### src/rtl/fft_pkg.sv
// -----------------------------------------------------------------------------
// fft_pkg
// Shared definitions for the FFT bin packer: default sample width and frame
// length, and the packer state encoding.
// -----------------------------------------------------------------------------
package fft_pkg;

  // Default component width (two's complement) and bins per frame.
  localparam int FFT_DW_DEF   = 12;
  localparam int FFT_NFFT_DEF = 256;

  // IDLE : outside a frame, waiting for a bin carrying s_sop
  // EVEN : inside a frame, awaiting bin 2k
  // ODD  : inside a frame, holding bin 2k, awaiting bin 2k+1
  typedef enum logic [1:0] {
    IDLE = 2'd0,
    EVEN = 2'd1,
    ODD  = 2'd2
  } pack_state_e;

endpackage

### src/rtl/fft_pair_reg.sv
// -----------------------------------------------------------------------------
// fft_pair_reg
// Single-entry holding register with valid/ready on both sides. The payload
// and valid flag are registered; in_ready is high whenever the register is
// empty or is being drained in the same cycle, so the producer sees a fully
// registered output stage with no bubble on continuous flow.
//
// Ports
//   clk, rst_n            clock, asynchronous active-low reset
//   in_valid / in_ready   load request from the producer / space available
//   in_data  [W-1:0]      payload to load
//   out_valid / out_ready held payload valid / consumer accepts
//   out_data [W-1:0]      held payload (stable while out_valid & !out_ready)
// -----------------------------------------------------------------------------
module fft_pair_reg
  import fft_pkg::*;
#(
  parameter int W = 8
) (
  input  logic         clk,
  input  logic         rst_n,
  input  logic         in_valid,
  output logic         in_ready,
  input  logic [W-1:0] in_data,
  output logic         out_valid,
  input  logic         out_ready,
  output logic [W-1:0] out_data
);

  logic         valid_r;
  logic [W-1:0] data_r;

  assign in_ready  = !valid_r | out_ready;
  assign out_valid = valid_r;
  assign out_data  = data_r;

  // Holding register: only updates when empty or being handed off.
  always_ff @(posedge clk or negedge rst_n) begin
    if (!rst_n) begin
      valid_r <= 1'b0;
      data_r  <= {W{1'b0}};
    end else if (in_ready) begin
      valid_r <= in_valid;
      if (in_valid) begin
        data_r <= in_data;
      end
    end
  end

endmodule

### src/rtl/fft_bin_pack.sv
// -----------------------------------------------------------------------------
// fft_bin_pack
// Packs a stream of complex FFT bins (one bin per transfer) into pairs of
// bins (2k, 2k+1) for the downstream magnitude stage. Frames are delimited by
// s_sop/s_eop; an odd-length frame ends with a zero-padded pair. Framing
// faults (s_sop inside a frame, or a frame running to bin NFFT-1 without
// s_eop) raise a one-cycle err pulse and are recovered automatically.
//
// Build option
//   FFT_PACK_POS_BINS_EN  when defined, bins with index >= NFFT/2 are accepted
//                         and discarded; pair NFFT/4-1 carries m_eop and
//                         s_eop (or bin NFFT-1) still closes the frame.
//
// Ports
//   clk, rst_n                 clock, asynchronous active-low reset
//   s_valid, s_ready           input bin handshake
//   s_re, s_im  [DW-1:0]       bin real / imaginary part
//   s_sop, s_eop               first / last bin of a frame
//   m_valid, m_ready           output pair handshake
//   Y0, Y1      [DW-1:0]       re / im of bin 2k
//   Y2, Y3      [DW-1:0]       re / im of bin 2k+1 (zero on a padded pair)
//   m_idx [log2(NFFT)-2:0]     pair index k
//   m_sop, m_eop               first / last pair of a frame
//   err                        one-cycle framing error pulse
// -----------------------------------------------------------------------------
module fft_bin_pack
  import fft_pkg::*;
#(
  parameter int DW   = FFT_DW_DEF,
  parameter int NFFT = FFT_NFFT_DEF
) (
  input  logic                       clk,
  input  logic                       rst_n,
  input  logic                       s_valid,
  output logic                       s_ready,
  input  logic [DW-1:0]              s_re,
  input  logic [DW-1:0]              s_im,
  input  logic                       s_sop,
  input  logic                       s_eop,
  output logic                       m_valid,
  input  logic                       m_ready,
  output logic [DW-1:0]              Y0,
  output logic [DW-1:0]              Y1,
  output logic [DW-1:0]              Y2,
  output logic [DW-1:0]              Y3,
  output logic [$clog2(NFFT)-2:0]    m_idx,
  output logic                       m_sop,
  output logic                       m_eop,
  output logic                       err
);

  localparam int CW = $clog2(NFFT);     // bin index width
  localparam int IW = CW - 1;           // pair index width
  localparam int PW = 4 * DW + IW + 2;  // packed pair payload width

  pack_state_e       state_r;
  logic [CW-1:0]     bin_cnt_r;   // index of the next bin expected in the frame
  logic [DW-1:0]     half_re_r;   // held even bin
  logic [DW-1:0]     half_im_r;
  logic              err_r;

  logic              s_ready_s;
  logic              xfer_s;
  logic              start_s;     // transfer opening a new frame
  logic              active_s;    // in-frame transfer without s_sop
  logic [CW-1:0]     bin_idx_s;   // index of the bin being transferred
  logic              last_bin_s;
  logic              eop_eff_s;   // frame ends with this bin
  logic              packed_s;    // bin falls in the packed range
  logic              pack_end_s;  // bin closes the packed range early
  logic              emit_s;
  logic              err_s;
  logic [DW-1:0]     y0_s, y1_s, y2_s, y3_s;
  logic [IW-1:0]     idx_s;
  logic              psop_s;
  logic              peop_s;
  logic [PW-1:0]     pair_s;
  logic [PW-1:0]     pair_q_s;

  // Transfer decode and pair formation for the current input bin.
  always_comb begin
    xfer_s     = s_valid & s_ready_s;
    start_s    = xfer_s & s_sop;
    active_s   = xfer_s & !s_sop & (state_r != IDLE);
    // An s_sop always restarts the frame at bin 0, whatever the counter says.
    bin_idx_s  = s_sop ? {CW{1'b0}} : bin_cnt_r;
    last_bin_s = (bin_idx_s == CW'(NFFT - 1));
    eop_eff_s  = s_eop | last_bin_s;
`ifdef FFT_PACK_POS_BINS_EN
    packed_s   = (bin_idx_s < CW'(NFFT / 2));
    pack_end_s = (bin_idx_s == CW'(NFFT / 2 - 1));
`else
    packed_s   = 1'b1;
    pack_end_s = 1'b0;
`endif

    y0_s   = s_re;
    y1_s   = s_im;
    y2_s   = {DW{1'b0}};
    y3_s   = {DW{1'b0}};
    idx_s  = bin_idx_s[CW-1:1];
    psop_s = (idx_s == {IW{1'b0}});
    peop_s = 1'b1;

    if (start_s) begin
      // Single-bin frame: the opening bin is also the last one.
      emit_s = s_eop;
    end else if (active_s && (state_r == ODD)) begin
      emit_s = 1'b1;
      y0_s   = half_re_r;
      y1_s   = half_im_r;
      y2_s   = s_re;
      y3_s   = s_im;
      peop_s = eop_eff_s | pack_end_s;
    end else if (active_s && (state_r == EVEN)) begin
      // Odd-length frame: pad the final even bin with a zero partner.
      emit_s = packed_s & eop_eff_s;
    end else begin
      emit_s = 1'b0;
    end

    err_s  = (start_s & (state_r != IDLE)) | (active_s & last_bin_s & !s_eop);
    pair_s = {y0_s, y1_s, y2_s, y3_s, idx_s, psop_s, peop_s};
  end

  // Framing FSM: tracks frame position, holds the even bin, registers err.
  always_ff @(posedge clk or negedge rst_n) begin
    if (!rst_n) begin
      state_r   <= IDLE;
      bin_cnt_r <= {CW{1'b0}};
      half_re_r <= {DW{1'b0}};
      half_im_r <= {DW{1'b0}};
      err_r     <= 1'b0;
    end else begin
      err_r <= err_s;
      if (start_s) begin
        half_re_r <= s_re;
        half_im_r <= s_im;
        if (s_eop) begin
          state_r   <= IDLE;
          bin_cnt_r <= {CW{1'b0}};
        end else begin
          state_r   <= ODD;
          bin_cnt_r <= CW'(1);
        end
      end else if (active_s) begin
        case (state_r)
          ODD: begin
            if (eop_eff_s) begin
              state_r   <= IDLE;
              bin_cnt_r <= {CW{1'b0}};
            end else begin
              state_r   <= EVEN;
              bin_cnt_r <= bin_cnt_r + CW'(1);
            end
          end
          EVEN: begin
            if (eop_eff_s) begin
              state_r   <= IDLE;
              bin_cnt_r <= {CW{1'b0}};
            end else begin
              // Outside the packed range bins are counted but not held.
              if (packed_s) begin
                half_re_r <= s_re;
                half_im_r <= s_im;
                state_r   <= ODD;
              end
              bin_cnt_r <= bin_cnt_r + CW'(1);
            end
          end
          default: begin
            state_r   <= IDLE;
            bin_cnt_r <= {CW{1'b0}};
          end
        endcase
      end
    end
  end

  fft_pair_reg #(
    .W (PW)
  ) u_pair_reg (
    .clk       (clk),
    .rst_n     (rst_n),
    .in_valid  (emit_s),
    .in_ready  (s_ready_s),
    .in_data   (pair_s),
    .out_valid (m_valid),
    .out_ready (m_ready),
    .out_data  (pair_q_s)
  );

  assign s_ready = s_ready_s;
  assign err     = err_r;
  assign {Y0, Y1, Y2, Y3, m_idx, m_sop, m_eop} = pair_q_s;

endmodule

### config.mk
export PLATFORM = sky130hd
export DESIGN_NAME = fft_bin_pack
export DESIGN_NICKNAME = d
export VERILOG_FILES = /design/src/rtl/fft_pkg.sv /design/src/rtl/fft_pair_reg.sv /design/src/rtl/fft_bin_pack.sv
export SDC_FILE = /design/constraint.sdc
export NUM_CORES = 1
export LEC_CHECK = 0
export ABC_CLOCK_PERIOD_IN_PS = 2520
export CORE_AREA = 2 2 94 96
export CTS_CLUSTER_DIAMETER = 50
export CTS_CLUSTER_SIZE = 12
export DETAILED_ROUTE_END_ITERATION = 8
export DIE_AREA = 0 0 96 98
export GPL_ROUTABILITY_DRIVEN = 0
export PLACE_DENSITY = 0.85
export REMOVE_ABC_BUFFERS = 1
export SLEW_MARGIN = 0
export SYNTH_ARGS = -nofsm -noshare
export SYNTH_HDL_FRONTEND = slang
export SYNTH_SLANG_ARGS = --single-unit
### constraint.sdc
create_clock -name clk -period 2.52 [get_ports clk]
set_input_delay 0.756 -clock clk [delete_from_list [all_inputs] [get_ports clk]]
set_output_delay 0.756 -clock clk [all_outputs]
set_load 0.01 [all_outputs]
* Yosys cells after proc, flatten, opt, wreduce, memory -nomap -nowiden *
Cells that the tools add are included.

operators by class
  multiplexer cells = 33
  add/sub/neg operators = 1
  eq/ne operators = 4
  bitwise operators = 10
  reductions and logical operators = 12

operators by type and width
  operator               number
  $mux W12               16
  $mux W8                5
  $add A8 B1 Y8 const B  1
  $eq A8 B8 Y1 const B   1
  $mux W2                4
  $and A1 B1 Y1          7
  $logic_not A7 Y1       1
  $mux W1                7
  $reduce_bool A2 Y1     3
  $pmux W2 S2            1
  $logic_not A1 Y1       3
  $or A1 B1 Y1           3
  $reduce_and A3 Y1      1
  $eq A2 B1 Y1 const B   1
  $eq A2 B2 Y1 const B   1
  $logic_and A1 B1 Y1    2
  $ne A2 B2 Y1 const B   1
  $reduce_and A2 Y1      1
  $reduce_or A2 Y1       1

word-level totals
  output and inout port bits = 60
  logic and storage cells = 67
  input bits = 30
  register bits = 93

* Logic depth before layout (Yosys ltp) *
Gate-level depths: netlist (run 1).

  depth in word-level cells = 10
  depth in mapped cells = 8
  gate-level depth less buffers = 6

* Hierarchy *
A second synthesis (run 1) with hierarchy kept.

unflattened totals
  cells, all modules = 309
  area total of the unflattened synthesis = 4384.2 um^2

by module, submodules not included
  module        sequential area each (um^2)  instances  area an instance (um^2)  cells an instance
  fft_pair_reg  1451.4                       1          2287.2                   124
  fft_bin_pack  875.8                        1          2097.0                   185

* Least setup slack after synthesis (run 1) *
OpenSTA, ideal clock, no wires.

  kind = input-to-reg
  from = in s_sop
  to = reg u_pair_reg.data_r[36] (netlist: u_pair_reg.out_data[36])
  library setup time = 125 ps
  required time = 2395 ps
  path buffers = 1
  cell stages on the path = 5
  arrival time = 2206 ps
  setup slack = 189 ps
  cells stage by stage = and2b_2 a31oi_4 a2111oi_4 buf_6 mux2_4

on the way
  word-level cells in the longest chain between the ends = 8
  elaborated cells between the ends (all ways) = 15
  those cells by class = 1 x eq/ne; 6 x mux; 4 x bitwise; 4 x reduce/logical

ends and longest elaborated chain
  item                                                             line                text
  start: declaration                                               fft_bin_pack.sv:38  input logic s_sop,
  parallel branches: the longest is 8 deep, another holds $mux W8  n/a
  end signal: assignment                                           fft_pair_reg.sv:41  data_r <= {W{1'b0}};
  end signal: assignment                                           fft_pair_reg.sv:45  data_r <= in_data;
  end: declaration                                                 fft_pair_reg.sv:31  logic [W-1:0] data_r;

Parallel ways; which one is timed is not known.
A chain may end at the register's enable or synchronous reset.

* Worst setup path in the final report (run 1) *
  from = in s_valid
  to = reg half_re_r[2]

on the way
  word-level cells in the longest chain between the ends = 5
  elaborated cells between the ends (all ways) = 9
  those cells by class = 1 x eq/ne; 1 x mux; 4 x bitwise; 3 x reduce/logical

ends and longest elaborated chain
  item                          line                 text
  start: declaration            fft_bin_pack.sv:34   input logic s_valid,
  $and A1 B1 Y1 *               fft_bin_pack.sv:82   xfer_s = s_valid & s_ready_s;
  $and A1 B1 Y1 (2 in a row)    fft_bin_pack.sv:84   active_s = xfer_s & !s_sop & (state_r != IDLE);
  $reduce_bool A2 Y1 (no line)  n/a
  $reduce_and A3 Y1 (no line)   n/a
  end signal: assignment        fft_bin_pack.sv:131  half_re_r <= {DW{1'b0}};
  end signal: assignment        fft_bin_pack.sv:137  half_re_r <= s_re;
  end signal: assignment        fft_bin_pack.sv:164  half_re_r <= s_re;
  end: declaration              fft_bin_pack.sv:58   logic [DW-1:0] half_re_r;

Every way passes the cells marked *; elsewhere a longest branch is shown, timed or not.

==> flow_summary.toml, run 1 <==
[global_route]
grt_first_pass_wirelength_um = 15800
grt_max_degree = 48
grt_overflow_total = 0
grt_pass1_vias = 3124
antenna_found_initial = 0
grtUsageTotal_pct = 21.9

[final_layout]
area_growth_pct = 33.0
fin_nets = 448
num_antenna_cells = 0
n_fill_cell = 595
layout_commonest_cell = "dfrtp_1"
drive_gt1_share_pct = 32.2
layout_common_cells = "dfrtp_1 (93), clkdlybuf4s50_1 (87), mux2_2 (51), buf_4 (30), mux2_4 (28)"

[sta]
tightest_slew_ns = 0.455
drv_slew = 0
slew_headroom_pct = 69.6
setup_viol = 0
min_period_ns = 2.47
setup_tns_ns = 0
finalClockSkew_ns = 0.00916
fin_ws_ns = 0.0510
rsz0062_at_grt = "false"
fmax_mhz = 405
hold_viol = 0
final.period_utilization_pct = 98.0

[synth]
synth_fa_ha_area_share_pct = 1.19
ys_warn_count = 0
yosys.area_share.simple_pct = 6.95
synth_top_family_by_area = "multiplexers"
synth_edf_count = 0
async_flop_share_pct = 100
synth_flop_cell = "dfrtp_1"
ys_types = 43
synth_compound_area_share_pct = 9.95
syn_avg_cell_area_um2 = 14.1
syn_inst = 298
ys_seq_area_share_pct = 55.2
yosys_register_bits = 93
yosys.area_share.xor_xnor_pct = 0
synth_area_mm2 = 0.00421
synthMuxAreaShare_pct = 23.8

[drt]
avgViaCountPerCell = 5.57
finalWirelength_um = 9880
first_pass_iters = 4
dr_total_vias = 2938
ant_nets = 0
drc = 0
wire_per_inst_um = 18.7
drt_iter0_markers = 112

[power_and_ir_drop]
power_switching_mw = 1.70
intPower_mw = 3.84
power_frac_seq_pct = 42.0
power_density_mw_per_mm2 = 988
ir_drop_v = 0.000563
combPwrFrac_pct = 39.7
swShare_pct = 30.7
power.leakage_nw = 2.44
pwr-share-clk_pct = 18.3

[die]
fp-row-count = 34
initial_utilization_pct = 49.8
die_x_um = 96
pin_count = 90
die_h_um = 98
coreArea_mm2 = 0.00847
dieArea_mm2 = 0.00941

[setup_path]
endpoint_kind = "flip-flop"
crit_type = "primary input to flip-flop"
cp-start-kind = "primary input"
critPathMaxFanout = 12
cp.required_ns = 2.76
crit_arrival_ns = 2.71

[job]
drv_cap = 0

[placement]
io_buffers = 89
dp_hpwl_um = 6990
pre_cts_ws_ns = -0.297

[clock_network]
insertion_delay_ns = 0.36
post_cts_buffers = 0
cts.sinks = 93
holdBufCountCts = 0
tritoncts = "done"
cts_buffers = 9
cts-root-buf = "clkbuf_8"
clk_pin_slew_ns = 0.09
clock_path_buffers = 2
ctsHtreeMaxLevel = 3

[status]
outcome = "completed"

[worst_hold_path]
min_path_type = "primary input to async pin"
## cell type report
cell class / instances / area, µm² / share of cell area [%]
clock buffer: 9 / 124 / 2.21
clock inverter: 7 / 73.8 / 1.32
inverter: 6 / 22.5 / 0.402
multi-input combinational: 184 / 1780 / 31.7
sequential: 93 / 2330 / 41.5
tap: 108 / 135 / 2.41
timing repair buffer: 120 / 1140 / 20.4
## cells in the mapped netlist (4+ instances only)
| master | count | area share (%) |
|---|---|---|
| inv_1 | 6 | 0.53 |
| buf_6 | 4 | 1.1 |
| dfrtp_1 | 93 | 55 |
| mux2_4 | 28 | 10 |
| clkbuf_1 | 6 | 0.53 |
| mux2_2 | 51 | 14 |
| nor2_1 | 7 | 0.62 |
| o21ai_0 | 6 | 0.71 |
| nand3_1 | 7 | 0.83 |
| nor2b_1 | 7 | 1.0 |
| ha_1 | 4 | 1.2 |
| nand2_1 | 8 | 0.71 |
| nand2b_1 | 5 | 0.74 |
| a22o_1 | 24 | 5.0 |
## critical path, cell delays in order
cell and delay [ns]:
clkdlybuf4s50_1 0.54, inv_1 0.11, buf_4 0.15, nor3_1 0.25, a32o_1 0.29, buf_4 0.25
mux2_2 0.36
## power by group through the flow
stage | logic [mW] | registers [mW] | clock network [mW]
6_report | 2.20 | 2.32 | 1.01
5_1_grt | 2.35 | 2.38 | 1.10
4_1_cts | 2.22 | 2.32 | 1.05
3_5_place_dp | 2.21 | 2.34 | 0
3_3_place_gp | 2.13 | 2.32 | 0
2_1_floorplan | 0.859 | 2.46 | 0
## per-stage QoR
step           instances  util [%]  area [µm²]  total power, mW  hold WS [ns]
3_3_place_gp         511      63.9        5410             4.45         0.483
3_5_place_dp         511      63.9        5410             4.55         0.484
2_1_floorplan        283         -        4120             3.31         0.460
4_1_cts              527      66.2        5600             5.59         0.317
6_report             527      66.2        5600             5.54         0.314
5_1_grt              527      66.2        5600             5.83         0.336
## worst paths after layout
path	startpoint	to	cells past startpoint	slack [ns]
max	s_valid	half_re_r[2]	7	0.05
min	rst_n	u_pair_reg.out_valid	1	0.31
max reg2reg	state_r[0]	u_pair_reg.out_data[33]	7	0.34
min reg2reg	u_pair_reg.out_data[0]	u_pair_reg.out_data[0]	1	0.50
max in group asynchronous	rst_n	half_im_r[2]	2	1.61
min in group clk	u_pair_reg.out_data[0]	u_pair_reg.out_data[0]	1	0.50
## per-layer routing
layer  up-vias  GRT usage, %  part of all wire (%)
li1       1332             -                     -
met1      1486          27.2                    41
met2        98          36.2                    51
met3        22          6.33                   5.7
met4         0          7.36                   2.2
met5         -             0                     0
## cells by family after synthesis
kind of cell,Yosys count
flip-flops,93
multiplexers,80
AND/OR/NAND/NOR,51
AO/OA/AOI/OAI,49
buffers and inverters,21
adder cells (fa/ha/maj),4
## flip-flops by register name, summed over array words and instances, names as in the netlist
name / cells
u_pair_reg.out_valid: 1
state_r: 2
u_pair_reg.out_data: 57
bin_cnt_r: 8
err: 1
half_im_r: 12
half_re_r: 12
## repair_timing
item	in CTS	in global routing
gates resized for setup	1	0
endpoints found under the hold margin	0	0
endpoints found under the setup margin	1	0
Power figures use the tool's default switching activity.
==> run 2, diff against run 1 <==
- CORE_AREA: 2 2 94 96 -> 2 2 93 95
- CTS_BUF_LIST: unset -> sky130_fd_sc_hd__clkbuf_8
- DIE_AREA: 0 0 96 98 -> 0 0 95 97
- PLACE_DENSITY: 0.85 -> 0.87
==> run 2 against run 1 <==
Against the previous run:
- via count is 0.41% lower
- wire length decreased by 5.2%
- clock power shrank 6%
- sequential power hardly changed
- global-route usage fell by 0.47 points
- die area shrank 2.1%
- highest routed layer unchanged
==> flow_summary.toml, run 2 (same netlist as run 1, synthesis figures left out) <==
[setup_path]
endpoint_kind = "output port"
reg2reg_slack_ns = 0.32
crit_arrival_ns = 1.76
crit_type = "primary input to output port"
cp.required_ns = 1.76
cp-start-kind = "primary input"
critPathMaxFanout = 5

[final_layout]
num_antenna_cells = 0
layout_commonest_cell = "dfrtp_1"
area_growth_pct = 32.9
layout_common_cells = "dfrtp_1 (93), clkdlybuf4s50_1 (87), mux2_2 (51), buf_4 (31), mux2_4 (28)"
fin_nets = 449
drive_gt1_share_pct = 32.9
largest_reg_flops = 57

[die]
fp-row-count = 33
die_x_um = 95
initial_utilization_pct = 51.8
coreArea_mm2 = 0.00813
die_h_um = 97
dieArea_mm2 = 0.00922
pin_count = 90

[clock_network]
cts.sinks = 93
tritoncts = "done"
clock_path_buffers = 2
clk_pin_slew_ns = 0.11
ctsHtreeMaxLevel = 3
insertion_delay_ns = 0.36
cts_buffers = 9
holdBufCountCts = 0
cts-root-buf = "clkbuf_8"

[drt]
wire_per_inst_um = 17.8
drc = 0
ant_nets = 0
dr_total_vias = 2926
first_pass_iters = 4
finalWirelength_um = 9360
drt_iter0_markers = 132
avgViaCountPerCell = 5.57

[job]
drv_cap = 0

[sta]
final.period_utilization_pct = 99.7
setup_viol = 0
slew_headroom_pct = 67.3
setup_tns_ns = 0
min_period_ns = 2.51
finalClockSkew_ns = 0.0173
fmax_mhz = 398
hold_viol = 0
tightest_slew_ns = 0.488
rsz0062_at_grt = "true"
drv_slew = 0

[power_and_ir_drop]
power_density_mw_per_mm2 = 973
intPower_mw = 3.75
p_total_mw = 5.45
ir_drop_v = 0.000542
power_switching_mw = 1.70
power_frac_seq_pct = 42.3
pwr-share-clk_pct = 17.4
power.leakage_nw = 2.43
swShare_pct = 31.2
combPwrFrac_pct = 40.2

[global_route]
grtUsageTotal_pct = 21.4
grt_first_pass_wirelength_um = 15600
grt_max_degree = 43
antenna_found_initial = 0
grt_overflow_total = 0
grt_pass1_vias = 3082

[status]
outcome = "completed"

[worst_hold_path]
min_path_type = "primary input to async pin"

[placement]
dp_hpwl_um = 6560
io_buffers = 89
[run 2: cell type report]
type                    count  area [µm²]
repair buffers            121        1150
flip-flops and latches     93        2330
inverters                   6        22.5
clock inverters             7        63.8
multi-input cells         184        1780
fillers                   604        2530
clock buffers               9         124
well taps                 105         131
[run 2: timing repair]
item / 4_1_cts / 5_1_grt
gates cloned: 0 / 0
endpoints found under the setup margin: 1 / 2
gates resized for setup: 3 / 0
hold endpoints to repair: 0 / 0
setup buffers: 0 / 2
[run 2: worst paths after layout]
| check | cells after the start | endpoint | start |
|---|---|---|---|
| hold / removal | 1 | u_pair_reg.out_data[20] | rst_n |
| setup reg to reg | 5 | u_pair_reg.out_data[3] | bin_cnt_r[3] |
| hold reg to reg | 1 | u_pair_reg.out_data[27] | u_pair_reg.out_data[27] |
| setup / recovery | 4 | s_ready | m_ready |
| max in group asynchronous | 2 | u_pair_reg.out_data[2] | rst_n |
| min in group clk | 1 | u_pair_reg.out_data[27] | u_pair_reg.out_data[27] |
[run 2: worst max-delay path, stage by stage]
cell	delay (ns)
clkdlybuf4s50_1	0.41
nor2b_2	0.20
inv_2	0.10
dlygate4sd2_1	0.29
[run 2: per-stage QoR]
step | instances | hold WS [ns] | cell area (µm²) | worst slack, ns | util (%)
2_1_floorplan | 283 | 0.460 | 4120 | -1.57 | -
3_3_place_gp | 507 | 0.482 | 5400 | -0.257 | 66.3
3_5_place_dp | 507 | 0.480 | 5400 | -0.295 | 66.3
4_1_cts | 523 | 0.268 | 5580 | 0.0248 | 68.7
5_1_grt | 525 | 0.280 | 5600 | -0.0139 | 68.8
6_report | 525 | 0.271 | 5600 | 0.00663 | 68.8
[run 2: power groups by stage]
stage / logic [mW] / registers [mW] / clock network [mW]
4_1_cts: 2.21 / 2.31 / 0.980
3_5_place_dp: 2.20 / 2.32 / 0
3_3_place_gp: 2.12 / 2.30 / 0
6_report: 2.19 / 2.31 / 0.949
5_1_grt: 2.34 / 2.36 / 1.05
2_1_floorplan: 0.859 / 2.46 / 0
[run 2: routing by layer]
| layer | part of all wire, % | vias up | track usage [%] | routed length [µm] |
|---|---|---|---|---|
| met5 | 0 | - | 0 | 0 |
| met4 | 2.1 | 0 | 7.25 | 201 |
| met3 | 5.0 | 16 | 4.21 | 465 |
| met2 | 49 | 93 | 33.9 | 4550 |
| met1 | 44 | 1485 | 29.5 | 4140 |
| li1 | - | 1332 | - | - |
==> run 3, diff against run 2 <==
- CTS_CLUSTER_SIZE: 12 -> 8
- SLEW_MARGIN: 0 -> unset
==> results of run 3 <==
Same layout as run 2: the final DEF is identical, and so are final timing and power.
